File: config.mk
export PLATFORM = sky130hd
export DESIGN_NAME = route_compute_stage
export DESIGN_NICKNAME = d
export VERILOG_FILES = /design/src/rtl/route_compute_stage.sv
export SDC_FILE = /design/constraint.sdc
export NUM_CORES = 1
export LEC_CHECK = 0
export CAP_MARGIN = 15
export CORE_ASPECT_RATIO = 1.4
export CORE_MARGIN = 4
export CORE_UTILIZATION = 51
export CTS_CLUSTER_SIZE = 10
export DETAILED_ROUTE_END_ITERATION = 16
export GPL_TIMING_DRIVEN = 0
export PLACE_DENSITY = 0.91
export SLEW_MARGIN = 15
export SYNTH_ARGS = -nofsm -noshare
export SYNTH_HDL_FRONTEND = slang
export SYNTH_SLANG_ARGS = --single-unit
File: constraint.sdc
create_clock -name clk -period 5.7 [get_ports clk]
set_clock_uncertainty 0.2 [all_clocks]
set_input_delay 1.14 -clock clk [delete_from_list [all_inputs] [get_ports clk]]
set_output_delay 1.14 -clock clk [all_outputs]
set_load 0.1 [all_outputs]
File: src/rtl/route_compute_stage.sv
// Per-input-port route computation: looks up the head flit's destination
// and tags every flit of the packet with the returned output port.
//
// Ports:
//   clk, rst        clock, synchronous active-high reset
//   in_flit/valid   upstream flit link, in_ready is the accept strobe
//   sel_addr        registered destination, select of the lookup mux
//   tbl_port        lookup mux result for sel_addr (combinational)
//   out_flit/port   downstream flit plus its output port tag
//   out_valid/ready downstream handshake
//   err_dest        pulse: head destination out of range, packet dropped
//   err_proto       pulse: orphan body/tail, or head inside a packet
//   pkt_count       forwarded packets, saturating

module route_compute_stage #(
    parameter int FLIT_WIDTH    = 32,
    parameter int LOG_PORTS_CNT = 3,
    parameter int NODES_CNT     = 1000,
    parameter int CNT_WIDTH     = 16
) (
    input  logic                     clk,
    input  logic                     rst,
    input  logic [0:FLIT_WIDTH-1]    in_flit,
    input  logic                     in_valid,
    output logic                     in_ready,
    output logic [0:9]               sel_addr,
    input  logic [0:LOG_PORTS_CNT-1] tbl_port,
    output logic [0:FLIT_WIDTH-1]    out_flit,
    output logic [0:LOG_PORTS_CNT-1] out_port,
    output logic                     out_valid,
    input  logic                     out_ready,
    output logic                     err_dest,
    output logic                     err_proto,
    output logic [0:CNT_WIDTH-1]     pkt_count
);

    typedef enum logic [1:0] {
        IDLE,
        LOOKUP,
        FWD,
        DROP
    } state_t;

    state_t                   state;
    logic [0:FLIT_WIDTH-1]    flit_buf;
    logic                     buf_valid;
    logic                     tail_in;
    logic [0:LOG_PORTS_CNT-1] port_r;

    logic       can_take;
    logic       accept;
    logic       emit;
    logic       in_head;
    logic       in_tail;
    logic       buf_tail;
    logic [0:9] in_dest;

    function automatic logic dest_bad(input logic [0:9] d);
        return {22'd0, d} >= NODES_CNT;
    endfunction

    // Type field: bit 1 marks a head (01/11), bit 0 marks a tail (10/11).
    assign in_head  = in_flit[1];
    assign in_tail  = in_flit[0];
    assign buf_tail = flit_buf[0];
    assign in_dest  = in_flit[2:11];

    always_comb begin
        can_take = 1'b0;
        unique case (state)
            IDLE:    can_take = 1'b1;
            LOOKUP:  can_take = 1'b0;
            FWD:     can_take = (!buf_valid || out_ready) && !tail_in;
            DROP:    can_take = 1'b1;
            default: can_take = 1'b0;
        endcase
    end

    assign in_ready  = can_take && !rst;
    assign accept    = in_valid && in_ready;

    assign out_valid = (state == FWD) && buf_valid;
    assign out_flit  = (state == FWD) ? flit_buf : '0;
    assign out_port  = (state == FWD) ? port_r : '0;
    assign emit      = out_valid && out_ready;

    always_ff @(posedge clk) begin
        if (rst) begin
            state     <= IDLE;
            flit_buf  <= '0;
            buf_valid <= 1'b0;
            tail_in   <= 1'b0;
            port_r    <= '0;
            sel_addr  <= '0;
            err_dest  <= 1'b0;
            err_proto <= 1'b0;
            pkt_count <= '0;
        end else begin
            err_dest  <= 1'b0;
            err_proto <= 1'b0;
            unique case (state)
                IDLE: begin
                    if (accept) begin
                        if (in_head) begin
                            flit_buf <= in_flit;
                            tail_in  <= in_tail;
                            sel_addr <= in_dest;
                            // Raised here so the pulse lines up with LOOKUP.
                            err_dest <= dest_bad(in_dest);
                            state    <= LOOKUP;
                        end else begin
                            err_proto <= 1'b1;
                        end
                    end
                end
                LOOKUP: begin
                    port_r <= tbl_port;
                    if (dest_bad(sel_addr)) begin
                        flit_buf <= '0;
                        tail_in  <= 1'b0;
                        state    <= buf_tail ? IDLE : DROP;
                    end else begin
                        buf_valid <= 1'b1;
                        state     <= FWD;
                    end
                end
                FWD: begin
                    // tail_in blocks input, so a tail leaving never
                    // coincides with a new flit arriving.
                    if (emit && buf_tail) begin
                        buf_valid <= 1'b0;
                        tail_in   <= 1'b0;
                        state     <= IDLE;
                        if (pkt_count != '1) begin
                            pkt_count <= pkt_count + CNT_WIDTH'(1);
                        end
                    end else if (accept) begin
                        flit_buf  <= in_flit;
                        buf_valid <= 1'b1;
                        tail_in   <= in_tail;
                        err_proto <= in_head;
                    end else if (emit) begin
                        buf_valid <= 1'b0;
                    end
                end
                DROP: begin
                    if (accept) begin
                        err_proto <= in_head;
                        if (in_tail) begin
                            state <= IDLE;
                        end
                    end
                end
                default: state <= IDLE;
            endcase
        end
    end

endmodule

# Word-level counts from Yosys, hierarchy flattened

Index checks and enable logic that the tools add are counted.

$add $sub $neg: 1
Order comparisons: 2
Equality and inequality tests: 15
Multiplexer cells: 33
Bitwise operators: 3
Reduce and logical (&&, ||, !) cells: 21

Operator list:

| kind                                                       | count |
|---|---|
| two-way mux 32 bit                                         | 6 |
| case mux 32 bit (3 select lines)                           | 1 |
| greater-or-equal comparator 10 bit (second input constant) | 2 |
| adder 16 x 1 -> 16 bit (second input constant)             | 1 |
| != test 16 bit (second input constant)                     | 1 |
| != test 2 bit (second input constant)                      | 8 |
| two-way mux 2 bit                                          | 7 |
| two-way mux 1 bit                                          | 13 |
| AND reduction 5 bit                                        | 2 |
| case mux 1 bit (3 select lines)                            | 3 |
| AND reduction 3 bit                                        | 3 |
| case mux 2 bit (4 select lines)                            | 1 |
| logical AND 1 bit                                          | 6 |
| AND reduction 6 bit                                        | 1 |
| equality test 2 bit (second input constant)                | 2 |
| != test 4 x 3 -> 1 bit (second input constant)             | 1 |
| OR reduction 4 bit                                         | 1 |
| logical NOT 1 bit                                          | 3 |
| two-way mux 3 bit                                          | 1 |
| != test 3 x 2 -> 1 bit (second input constant)             | 1 |
| NOT 1 bit                                                  | 3 |
| nonzero test 3 bit                                         | 1 |
| equality test 2 x 1 -> 1 bit (second input constant)       | 1 |
| logical NOT 2 bit                                          | 1 |
| 5 further kinds                                            | 5 |

Bits in registers: 67
Bits of input ports: 39
Output and inout bits: 65

# Depth between registers and ports, before layout

Depth in word-level cells: 9
Mapped depth: 8
Gate-level depth less buffers: 7

# Worst setup path before layout

OpenSTA, ideal clock, no wires.

Path kind: input to output
From: input out_ready
To: output in_ready
Arrival: 3.439 ns
Data required time: 4.360 ns
Slack: 0.921 ns
Stages on the path: 3
Cell sequence: nor2b_1 > o21a_1 > nor3_1

Longest elaborated chain between the ends: 4

RTL lines:

| what                            | line | source |
|---|---|---|
| from (decl)                     | 31   | `input logic out_ready,` |
| logical OR 1 bit                | 73   | `FWD: can_take = (!buf_valid \|\| out_ready) && !tail_in;` |
| logical AND 1 bit               | 73   |  |
| case mux 1 bit (3 select lines) | 70   | `unique case (state)` |
| logical AND 1 bit               | 79   | `assign in_ready = can_take && !rst;` |
| to (decl)                       | 25   | `output logic in_ready,` |

Every way passes these cells.

# Worst setup path in the final report

Ends and elaborated chain as after synthesis.

==> flow_summary.json <==
{
  "post_cts_buffers": 0,
  "fin_crit_ns": 4.70,
  "n_antenna_cell": 0,
  "syn_area_um2": 3410,
  "grt_pass1_wl_mm": 15.2,
  "yosysTopAreaCellShare_pct": 39.3,
  "yosysUniqueCellTypes": 47,
  "clockRootBuffer": "clkbuf_8",
  "p_leak_uw": 0.00176,
  "grt.total_usage_pct": 23.1,
  "worstMarginPinSlew_ns": 1.01,
  "crit_path_end_kind": "output port",
  "detail-route-antenna-nets": 0,
  "clock.fmax_ghz": 0.213,
  "overflow": 0,
  "setup_viol": 0,
  "clock-sinks": 67,
  "ys_seq_elements": 67,
  "yosysWarningCount": 0,
  "io_buffers": 103,
  "outcome": "completed",
  "num_rows": 35,
  "hold_ws_ns": 0.254,
  "dieHeight_um": 105,
  "viasPerCell": 5.28,
  "drive_above_1_share_pct": 8.10,
  "avgSynthCellArea_um2": 8.82,
  "vias": 3061,
  "path_class": "input port to output port",
  "hp-class": "flop to flop",
  "antenna_found_initial": 0,
  "start_util_pct": 52.0,
  "routed_wl_mm": 8.92,
  "ys_async_sr_fraction_pct": 0,
  "slew_headroom_pct": 32.6,
  "synth_nets": 433,
  "dp_hpwl_mm": 6.74,
  "final_cell_mix": "clkdlybuf4s50_1 (103), nand2_1 (74), dfxtp_1 (67)",
  "hold_violations": 0,
  "cp.arrival_ns": 3.36,
  "core-area_um2": 6570,
  "rsz0062_at_grt": "no",
  "hold_buffers": 0,
  "ir_worst_vdd_mv": 0.157,
  "powerDensity_nw_per_um2": 295,
  "worst_setup_path_start_kind": "input port",
  "rr_worst_depth": 8,
  "grt_pass1_vias": 3255,
  "cts.htree.levels": 3,
  "maxCapViolCount": 0,
  "instances_no_fill": 580,
  "utilization_pct": 72.8,
  "area_delta_synth_final_pct": 40.1,
  "synth_edf_count": 0,
  "required_ns": 4.36,
  "die-area_um2": 8080,
  "slew_viol_final": 0,
  "whs_path_depth": 2,
  "routabilityCongestion": 0.859,
  "finalCritPeriodShare_pct": 82.4,
  "cp_max_fo": 5,
  "cts_buffers": 9,
  "tritoncts": "done",
  "path_clk_slew_ns": 0.08,
  "place_inst": 564,
  "first_pass_iters": 4,
  "yosysTopAreaCell": "dfxtp_1",
  "clk_path_buf_depth": 2,
  "grt_max_degree": 14,
  "total_power_uw": 1410,
  "layout_commonest_cell": "clkdlybuf4s50_1",
  "yosys_most_used_dff": "dfxtp_1",
  "clock_latency_ns": 0.34,
  "drc": 0,
  "fin_tns_setup_ns": 0,
  "drtIter0Drc": 124,
  "yosys-top-cells-area": "dfxtp_1 (39%), mux2i_1 (14%), nand2_1 (8.1%), and2_1 (7.0%), nor2_1 (4.1%)",
  "die_w_um": 77.1,
  "synth_seq_area_share_pct": 39.3,
  "ctsResizeCount": 0,
  "io_pins": 104,
  "netlist_instances": 387,
  "final_nets": 547,
  "route.detailed.wl_per_inst_um": 15.4
}
-- registers in the layout, summed over array words and instances, names as in the netlist --
signal and count:
sel_addr 10, buf_valid 1, err_proto 1, port_r 3, state 2, err_dest 1, tail_in 1, pkt_count 16
flit_buf 32
-- synthesized netlist by cell type, types with 2 or more instances --
cell type	count
nor3_4	2
xnor2_1	11
o211ai_1	3
a211oi_2	2
dfxtp_1	67
o31ai_1	2
o21ai_0	4
nand2_1	74
nor2b_1	3
and2_1	38
a21oi_1	9
buf_2	2
nor2_1	37
inv_1	10
ha_1	7
clkbuf_1	13
mux2i_1	47
a211oi_1	5
nand4_1	2
buf_6	5
nand4_4	2
a31oi_1	2
nor3_1	4
nand2b_1	4
nand3_1	10
-- worst max-delay path, stage by stage --
cell             delay [ns]
clkdlybuf4s50_1        0.55
nor2b_1                0.11
o21a_1                 0.25
nor3_1                 0.14
clkdlybuf4s50_1        1.16
-- per-layer routing --
layer	part of all wire (%)	GRT usage [%]	wire, um
met5	0	0	0
met4	1.5	7.63	136
met3	6.1	6.64	546
met2	52	41.3	4670
met1	40	26.0	3570
-- area by class of cell --
type                    instances  area (um2)
plain buffers                  21         123
clock buffers                   9         124
clock inverters                 7         121
fillers                       480        1790
inverters                      10        37.5
multi-input cells             289        1910
flip-flops and latches         67        1340
well taps                      74        92.6
repair buffers                103        1030
-- cell families (layout without fill, tap and decap cells) --
| logic type | Yosys count | count (layout) | share of synthesized area [%] |
|---|---|---|---|
| adder cells (fa/ha/maj) | 7 | 7 | 2.57 |
| AND/OR/NAND/NOR | 186 | 186 | 28.3 |
| XOR/XNOR | 12 | 12 | 3.08 |
| flip-flops | 67 | 67 | 39.3 |
| AO/OA/AOI/OAI | 36 | 36 | 7.99 |
| multiplexers | 48 | 48 | 14.1 |
| buffers and inverters | 31 | 150 | 4.69 |
-- path summary, 6_finish.rpt --
check	from	end	slack (ns)
setup reg to reg	state[1]	flit_buf[15]	3.50
hold / removal	flit_buf[31]	flit_buf[31]	0.25
hold reg to reg	flit_buf[31]	flit_buf[31]	0.25
setup / recovery	out_ready	in_ready	1.00
-- per-stage QoR --
| stage | worst slack [ns] | cell area [um2] |
|---|---|---|
| 4_1_cts | 1.00 | 4780 |
| 3_3_place_gp | 1.03 | 4540 |
| 5_1_grt | 0.793 | 4780 |
| 6_report | 1.00 | 4780 |
| 3_5_place_dp | 1.00 | 4540 |
| 2_1_floorplan | 0.921 | 3410 |
-- where the power goes --
part / total [uW] / internal (uW) / switching [uW] / leakage [uW]
Clock: 487 / 294 / 193 / 0.000125
Combinational: 372 / 149 / 223 / 0.00110
Sequential: 550 / 521 / 28.4 / 0.000543
(Power assumes the default switching activity.)
